`config.mk`:
```
export PLATFORM = sky130hd
export DESIGN_NAME = pool_window_collector
export DESIGN_NICKNAME = d
export VERILOG_FILES = /design/src/rtl/pool_window_collector.sv
export SDC_FILE = /design/constraint.sdc
export NUM_CORES = 1
export LEC_CHECK = 0
export ABC_CLOCK_PERIOD_IN_PS = 4340
export BUFFER_PORTS_ARGS = -buffer_cell sky130_fd_sc_hd__buf_2
export CAP_MARGIN = 25
export CORE_AREA = 2 2 128 130
export CTS_CLUSTER_SIZE = 10
export DETAILED_ROUTE_END_ITERATION = 8
export DIE_AREA = 0 0 130 132
export PLACE_DENSITY = 0.75
export SETUP_SLACK_MARGIN = 0.5
export SLEW_MARGIN = 20
export SYNTH_ARGS = -nofsm -noshare
export SYNTH_HDL_FRONTEND = slang
export SYNTH_SLANG_ARGS = --single-unit
export TNS_END_PERCENT = 30
```
`constraint.sdc`:
```
create_clock -name clk -period 4.34 [get_ports clk]
set_input_delay 0.434 -clock clk [delete_from_list [all_inputs] [get_ports clk]]
set_output_delay 0.434 -clock clk [all_outputs]
set_load 0.1 [all_outputs]
```
`src/rtl/pool_window_collector.sv`:
```
// 2x2 pooling-window consumer: signed-max reduction, optional ReLU,
// row-major pooled-map storage and serial readout of the completed map.
module pool_window_collector #(
    parameter int DATA_W   = 16,
    parameter int OUT_ROWS = 2,
    parameter int OUT_COLS = 2,
    parameter int RELU     = 0
) (
    input  logic                     clk,
    input  logic                     reset,
    input  logic                     start,
    input  logic signed [DATA_W-1:0] win0,
    input  logic signed [DATA_W-1:0] win1,
    input  logic signed [DATA_W-1:0] win2,
    input  logic signed [DATA_W-1:0] win3,
    input  logic                     win_valid,
    output logic                     win_ready,
    output logic signed [DATA_W-1:0] pool_map [OUT_ROWS*OUT_COLS],
    output logic                     map_done,
    output logic signed [DATA_W-1:0] rd_data,
    output logic                     rd_valid,
    input  logic                     rd_ready,
    output logic                     rd_last,
    output logic                     busy,
    output logic                     drop_err
);

    localparam int N  = OUT_ROWS * OUT_COLS;
    localparam int CW = $clog2(N + 1);
    localparam logic [CW-1:0] NC    = CW'(N);
    localparam logic [CW-1:0] LASTC = CW'(N - 1);

    typedef enum logic [1:0] {IDLE, COLLECT, FLUSH, STREAM} state_t;

    state_t                   state;
    logic [CW-1:0]            acc_cnt;
    logic [CW-1:0]            wr_cnt;
    logic [CW-1:0]            rd_idx;
    logic                     v1;
    logic                     v2;
    logic signed [DATA_W-1:0] m01;
    logic signed [DATA_W-1:0] m23;
    logic signed [DATA_W-1:0] r2;
    logic signed [DATA_W-1:0] r_c;
    logic [CW-1:0]            idx1;
    logic [CW-1:0]            idx2;
    logic                     accept;
    logic                     arm;
    logic                     rd_fire;

    assign accept  = win_valid & win_ready;
    assign arm     = (state == IDLE) & start;
    assign rd_fire = rd_valid & rd_ready;
    assign busy    = (state != IDLE);

    always_comb begin
        r_c = (m01 > m23) ? m01 : m23;
        if (RELU != 0 && r_c[DATA_W-1])
            r_c = '0;
    end

    always_comb begin
        rd_data = '0;
        for (int i = 0; i < N; i++)
            if (rd_idx == CW'(i))
                rd_data = pool_map[i];
    end

    // Reduction pipeline: once a window is accepted it drains regardless of FSM state.
    always_ff @(posedge clk or posedge reset) begin
        if (reset) begin
            v1     <= 1'b0;
            v2     <= 1'b0;
            m01    <= '0;
            m23    <= '0;
            r2     <= '0;
            idx1   <= '0;
            idx2   <= '0;
            wr_cnt <= '0;
            for (int i = 0; i < N; i++)
                pool_map[i] <= '0;
        end else begin
            v1 <= accept;
            v2 <= v1;
            if (accept) begin
                m01  <= (win0 > win1) ? win0 : win1;
                m23  <= (win2 > win3) ? win2 : win3;
                idx1 <= acc_cnt;
            end
            if (v1) begin
                r2   <= r_c;
                idx2 <= idx1;
            end
            if (arm) begin
                wr_cnt <= '0;
                for (int i = 0; i < N; i++)
                    pool_map[i] <= '0;
            end else if (v2) begin
                for (int i = 0; i < N; i++)
                    if (idx2 == CW'(i))
                        pool_map[i] <= r2;
                wr_cnt <= wr_cnt + 1'b1;
            end
        end
    end

    always_ff @(posedge clk or posedge reset) begin
        if (reset) begin
            state     <= IDLE;
            acc_cnt   <= '0;
            rd_idx    <= '0;
            win_ready <= 1'b0;
            rd_valid  <= 1'b0;
            rd_last   <= 1'b0;
            map_done  <= 1'b0;
            drop_err  <= 1'b0;
        end else begin
            map_done <= 1'b0;
            if (arm)
                drop_err <= 1'b0;
            if (win_valid && !win_ready)
                drop_err <= 1'b1;
            unique case (state)
                IDLE: begin
                    if (start) begin
                        state     <= COLLECT;
                        acc_cnt   <= '0;
                        rd_idx    <= '0;
                        win_ready <= 1'b1;
                    end
                end
                COLLECT: begin
                    if (accept) begin
                        acc_cnt <= acc_cnt + 1'b1;
                        if (acc_cnt == LASTC) begin
                            win_ready <= 1'b0;
                            state     <= FLUSH;
                        end
                    end
                end
                FLUSH: begin
                    if (!v1 && !v2 && wr_cnt == NC) begin
                        map_done <= 1'b1;
                        rd_valid <= 1'b1;
                        rd_last  <= (rd_idx == LASTC);
                        state    <= STREAM;
                    end
                end
                STREAM: begin
                    if (rd_fire) begin
                        rd_idx <= rd_idx + 1'b1;
                        if (rd_last) begin
                            rd_valid <= 1'b0;
                            rd_last  <= 1'b0;
                            state    <= IDLE;
                        end else begin
                            rd_last <= ((rd_idx + 1'b1) == LASTC);
                        end
                    end
                end
                default: state <= IDLE;
            endcase
        end
    end

endmodule

```
==> summary.txt, run 1 <==
Clock tree
  – Clock buffer depth: 2
  – Root Buffer: clkbuf_16
  – Worst skew pair latency: 0.42 ns
  – H-tree depth: 4
  – Reg clk slew, reported paths: 0.06 ns
  – Postcts setup bufs: 0
  – CTS buffer count: 17
  – CTS tree: yes
  – Clock Sinks: 136

Synth
  – Synth Cell Area: 0.00773 mm²
  – Number of flops mapped to enable cells by yosys: 0
  – Seq/Total Area, Yosys: 44.0%
  – Post-synthesis async set-or-reset flop share: 100%
  – Most frequent cell after synthesis: nand2_1
  – Count of cell types in the netlist: 53
  – Post-synth top area cell: dfrtp_1
  – Top post-synthesis cells by area: dfrtp_1, ha_1, a21oi_1, nand2_1, mux2i_1
  – Syn. warnings: 0
  – Post-synth top flop: dfrtp_1
  – Average size of a mapped cell: 8.52 µm²
  – Synthesized net count: 1039
  – Yosys top cell area share: 44.0%
  – Cells after Synth: 908
  – Commonest cells post-synth: nand2_1, a21oi_1, dfrtp_1
  – #FFs+latches synth: 136

STA
  – Setup TNS Final: 0 ns
  – Min Tclk post-route: 3.30 ns
  – Final Cycle Share: 76.0%
  – Endpoints failing setup: 0
  – Final Hold Fails: 0
  – Final worst setup slack: 1.04 ns
  – Worst Max-Slew Pin Slew: 0.993 ns
  – RSZ-0062 raised after global routing: false
  – Slew HR: 33.8%
  – Worst Skew: 0.00762 ns
  – FMAX: 0.303 GHz
  – Slew Viols, Final: 0

Placed design
  – Dpl ws: 1.28 ns
  – Routability Congestion: 0.857
  – Final HPWL DP: 13800 µm
  – Number of port buffers: 154

Floorplanning
  – Die width: 130 µm
  – # rows: 46
  – Core box area: 0.0157 mm²
  – IO Pins: 155
  – Die area: 0.0172 mm²
  – Initial Util: 49.2%
  – Die Ht: 132 µm

Drt
  – Vias per Instance: 5.37
  – Final wirelength: 18800 µm
  – Initial DRC count: 500
  – Drt pass-1 iters: 5
  – Antenna-violating nets left: 0
  – Via count: 6791
  – Routed len/inst: 14.8 µm
  – DRC Markers: 0

GRT
  – Vias in the first global route: 6349
  – Largest net degree at the start of global routing: 76
  – Gr usage total: 22.2%
  – Global-route wire length before repair: 30900 µm
  – Total gr overflow: 0
  – Initial antenna violation count: 0

Outcome
  – Status: complete, no violations

Job
  – Max-cap violations: 0

Finish
  – Final #Nets: 1167
  – Fill count: 1405
  – Synth-to-Final Area Change: 19.5%
  – Share of cells above drive strength 1: 20.0%
  – Antenna cells: 0

Critical path
  – CP startpoint kind: flop
  – CP arrival: 2.87 ns
  – Setup crit end kind: output pin
  – CP required: 3.91 ns
  – CP Max Fanout: 16
  – Setup CP Type: flop to output pin

Min path
  – Worst hold path type: input pin to flop
-- what timing repair did --
item                      4_1_cts  5_1_grt
resized for setup               0        0
hold endpoints to repair       11        0
hold buffers                    1        0
-- cell usage in the layout, fill, tap and decap left out, types with 7 or more instances in the layout --
cell type / instances
a21oi_1: 136
a22oi_1: 16
a31oi_1: 16
buf_2: 154
clkbuf_16: 17
dfrtp_1: 135
ha_1: 62
inv_1: 64
mux2i_1: 34
nand2_1: 176
nand3_1: 27
nand4_1: 7
nor2_1: 77
o21ai_0: 18
o21ai_1: 28
-- stage by stage --
step / instance area, µm² / util (%) / std cells / hold WS, ns
finish: 9250 / 58.8 / 1265 / 0.281
detailed placement: 8620 / 54.8 / 1232 / 0.414
global placement: 8620 / 54.8 / 1232 / 0.414
floorplan: 7740 / - / 908 / 0.352
CTS: 9240 / 58.8 / 1265 / 0.270
global route: 9250 / 58.8 / 1265 / 0.311
-- area by class of cell --
type	instances	area (µm²)	share of cell area, %
multi-input cells	655	3880	42.0
flip-flops and latches	136	3400	36.8
repair buffers	160	831	8.99
clock buffers	21	460	4.98
well taps	216	270	2.92
inverters	66	251	2.72
clock inverters	11	146	1.58
-- critical path: stages, from the launching register on --
cell and delay [ns]:
dfrtp_1 0.41, inv_1 0.10, ha_1 0.21, nor3b_2 0.77, a22oi_1 0.17, nor2_1 0.14
a21oi_1 0.05, o21ai_0 0.15, buf_2 0.45
-- kinds of logic after synthesis --
kind of cell,share of synthesized area [%]
compound gates,17.2
xor+xnor,0.227
flops,44.0
mux,5.32
buf+inv,6.05
fa+ha+maj,10.0
simple gates,17.2
-- flip-flops by register name, indices dropped and copies added, names as in the netlist, 2 cells and up --
name and flops:
rd_idx 3, pool_map 64, wr_cnt 3, acc_cnt 3, m01 16, r2 16
idx2 3, m23 16, state 2, idx1 3
-- metal layers --
| metal | vias to the layer above | part of all wire, % | GRT usage, % |
|---|---|---|---|
| li1 | 3358 | - | - |
| met1 | 3197 | 47 | 31.8 |
| met2 | 214 | 46 | 34.7 |
| met3 | 22 | 5.1 | 3.86 |
| met4 | 0 | 1.5 | 6.45 |
| met5 | - | 0 | 0 |
-- path summary, 6_finish.rpt --
path                           start           end  slack (ns)  cells past startpoint
setup / recovery           rd_idx[1]    rd_data[2]        1.04                      8
hold / removal             win_valid      drop_err        0.28                      3
setup reg to reg             m23[15]         r2[1]        1.75                      8
hold reg to reg              idx1[1]       idx1[1]        0.48                      2
max in group asynchronous      reset  pool_map[59]        2.91                      4
min in group asynchronous      reset  pool_map[18]        0.53                      3
Power of run 1 is left out: the tool's default activity adds up to more than one toggle a clock period on the data nets, which glitch-free logic cannot reach.
==> run 2, diff against run 1 <==
- ABC_AREA: default -> 1
- ABC_CLOCK_PERIOD_IN_PS: 4340 -> 3200
- CORE_AREA: 2 2 128 130 -> 2 2 132 134
- DIE_AREA: 0 0 130 132 -> 0 0 134 136
- PLACE_DENSITY: 0.75 -> 0.72
- clock period: 4.34 -> 3.2 ns (I/O delays scaled with it)
==> summary.txt, run 2 <==
Synth
  – Cells after Synth: 1012 (+11%)
  – Synthesized net count: 1143 (+10%)
  – Post-synth top flop: dfrtp_1
  – Post-synthesis async set-or-reset flop share: 100% (unchanged)
  – Average size of a mapped cell: 8.19 µm² (-3.9%)
  – Syn. warnings: 0 (unchanged)
  – #FFs+latches synth: 136 (unchanged)
  – Commonest cells post-synth: nand2_1, inv_1, dfrtp_1
  – Top post-synthesis cells by area: dfrtp_1, nand2_1, ha_1, inv_1, nand3_1
  – Count of cell types in the netlist: 31 (-42%)
  – Synth Cell Area: 0.00828 mm² (+7.1%)
  – Post-synth top area cell: dfrtp_1
  – Yosys top cell area share: 41.1% (-2.9 points)
  – Seq/Total Area, Yosys: 41.1% (-2.9 points)
  – Number of flops mapped to enable cells by yosys: 0 (unchanged)
  – Most frequent cell after synthesis: nand2_1

Placed design
  – Final HPWL DP: 14200 µm (+3.2%)
  – Routability Congestion: 0.902 (+5.3%)
  – Number of port buffers: 154 (unchanged)
  – Dpl ws: 0.889 ns (-0.395 ns)

Finish
  – FF/Latch Area: 0.00340 mm² (about the same)
  – Synth-to-Final Area Change: 19.7%
  – Share of cells above drive strength 1: 22.8% (+2.8 points)
  – Final #Nets: 1295 (+11%)
  – Commonest non-fill, non-tap cells in the layout: nand2_1, inv_1, buf_2, dfrtp_1, nand3_1
  – Area of the multi-input gates: 0.00403 mm² (+3.8%)
  – Reg with most FFs: pool_map
  – Commonest non-fill, non-tap cell in the layout: nand2_1
  – Antenna cells: 0 (unchanged)
  – Core Util, Final: 58.8% (-0.084 points)
  – Max FFs per register: 64 (unchanged)
  – Fill count: 1513 (+7.7%)

Critical path
  – Critical Path Slowest Stage Cell: dfrtp_1
  – Setup crit end kind: output pin
  – CP Cell Sequence: inv_1 > ha_1 > nor3b_2 > buf_4 > nand2_1 > nand3_1 > o211ai_1 > o21ai_0 > clkbuf_4
  – Setup CP Type: flop to output pin
  – CP Max Fanout: 16 (unchanged)
  – CP required: 2.88 ns (-1.03 ns)
  – Worst R2R Path Depth: 12 (+4)
  – CP startpoint kind: flop
  – CP max stage delay: 0.40 ns (-0.37 ns)
  – CP arrival: 2.27 ns (-0.60 ns)

Floorplanning
  – Core box area: 0.0169 mm² (+7.4%)
  – IO Pins: 155 (unchanged)
  – Initial Util: 49.1% (-0.14 points)
  – # rows: 48 (+4.3%)
  – Die Ht: 136 µm (+3.0%)
  – Die width: 134 µm (+3.1%)
  – Die area: 0.0182 mm² (+6.2%)

Clock tree
  – Clock buffer depth: 2 (unchanged)
  – Worst skew pair latency: 0.42 ns (about the same)
  – Reg clk slew, reported paths: 0.06 ns (about the same)
  – CTS buffer count: 17 (unchanged)
  – Root Buffer: clkbuf_16
  – H-tree depth: 4 (unchanged)
  – CTS tree: yes
  – Hold-fix buffers at CTS: 0 (-1)
  – Clock Sinks: 136 (unchanged)

Pwr
  – P per Cell Area: 396 mW/mm²
  – Final Power: 3.93 mW
  – Lkg Pwr: 5.17 nW
  – Flop pwr share: 43.8%
  – Comb pwr share: 7.5%
  – Net Sw Power: 0.932 mW
  – Max VDD drop: 381 µV
  – Internal power: 3.00 mW
  – Sw Share: 23.7%
  – Clock share of power: 48.7%

Outcome
  – Status: complete, no violations

STA
  – Final Cycle Share: 80.9%
  – RSZ-0062 raised after global routing: true
  – Hold slack final: 0.110 ns (-0.171 ns)
  – Final worst setup slack: 0.612 ns (-0.428 ns)
  – Slew Viols, Final: 0 (unchanged)
  – Slew HR: 52.3% (+18 points)
  – Endpoints failing setup: 0 (unchanged)
  – Worst Max-Slew Pin Slew: 0.716 ns (-0.277 ns)
  – FMAX: 0.386 GHz
  – Min Tclk post-route: 2.59 ns
  – Final Hold Fails: 0 (unchanged)
  – Worst Skew: 0.00614 ns (-0.00148 ns)

Drt
  – DRC Markers: 0 (unchanged)
  – Drt pass-1 iters: 5 (unchanged)
  – Initial DRC count: 333 (-33%)
  – Antenna-violating nets left: 0 (unchanged)
  – Final wirelength: 18900 µm (+0.86%)
  – Via count: 7104 (+4.6%)
  – Vias per Instance: 5.07 (-5.6%)
  – Routed len/inst: 13.5 µm (-9.0%)

GRT
  – Total gr overflow: 0 (unchanged)
  – Largest net degree at the start of global routing: 137 (+80%)
  – Gr usage total: 21.8% (-0.39 points)
  – Initial antenna violation count: 0 (unchanged)
  – Global-route wire length before repair: 32300 µm (+4.6%)
  – Vias in the first global route: 6644 (+4.6%)

Min path
  – Worst hold path type: input pin to asynchronous set/reset pin

Job
  – Max-cap violations: 0 (unchanged)
==> run 2: cell types whose count changed after synthesis, sizes merged, moves of 34 or more <==
cell,before,now
mux2i,34,0
nand4,8,52
mux2,6,48
nand2,176,278
a21oi,136,19
inv,66,172
nor2,78,37
nand3,27,83
==> run 2: logic make-up after synthesis <==
| group | share of synthesized area [%] |
|---|---|
| and+or+nand+nor | 24.0 |
| buffers and inverters | 10.3 |
| DFF | 41.1 |
| AOI/OAI and AO/OA | 7.84 |
| adders and majority gates | 9.36 |
| muxes | 7.43 |
==> run 2: path summary, 6_finish.rpt <==
path,startpoint,endpoint,slack (ns)
max,rd_idx[0],rd_data[2],0.61
min,reset,rd_last,0.11
max reg2reg,m01[9],r2[11],0.96
min reg2reg,r2[8],r2[8],0.48
max in group asynchronous,reset,pool_map[9],2.57
min in group clk,win_valid,drop_err,0.15
==> run 2: power groups by stage <==
stage          Sequential [mW]  Combinational [mW]  Clock [mW]
4_1_cts                   1.72               0.298        1.96
3_5_place_dp              1.75               0.296           0
2_1_floorplan             1.75               0.205           0
5_1_grt                   1.72               0.343        2.03
3_3_place_gp              1.75               0.291           0
6_report                  1.72               0.294        1.92
==> run 2: area by class of cell <==
type	instances	share of cell area, %
timing repair buffer	171	9.63
clock buffer	18	4.43
tap	225	2.84
clock inverter	14	1.51
sequential	136	34.3
multi-input combinational	664	40.7
inverter	174	6.62
==> run 2: critical path, delay by kind of cell (launching register included) <==
kind,cells,cell delay [ns]
DFF,1,0.40
AOI/OAI and AO/OA,2,0.19
buffers and inverters,3,0.77
and+or+nand+nor,3,0.31
adders and majority gates,1,0.18
==> run 2: metrics by stage <==
stage	setup TNS (ns)	cells	area, µm²
3_5_place_dp	0	1370	9280
5_1_grt	0	1402	9920
3_3_place_gp	0	1370	9280
2_1_floorplan	-4.43	1012	8290
4_1_cts	0	1402	9870
6_report	0	1402	9920
==> run 2: metal layers <==
metal	vias to the layer above	track usage [%]	wire, µm
met4	0	6.50	268
li1	3597	-	-
met1	3254	30.4	9200
met5	-	0	0
met3	22	3.69	984
met2	231	35.1	8460
==> run 2: what timing repair did <==
item	4_1_cts	5_1_grt
gates resized for setup	0	20
endpoints found under the setup margin	0	16
buffers inserted	0	0
No activity file was read; power rests on OpenSTA's default activity.
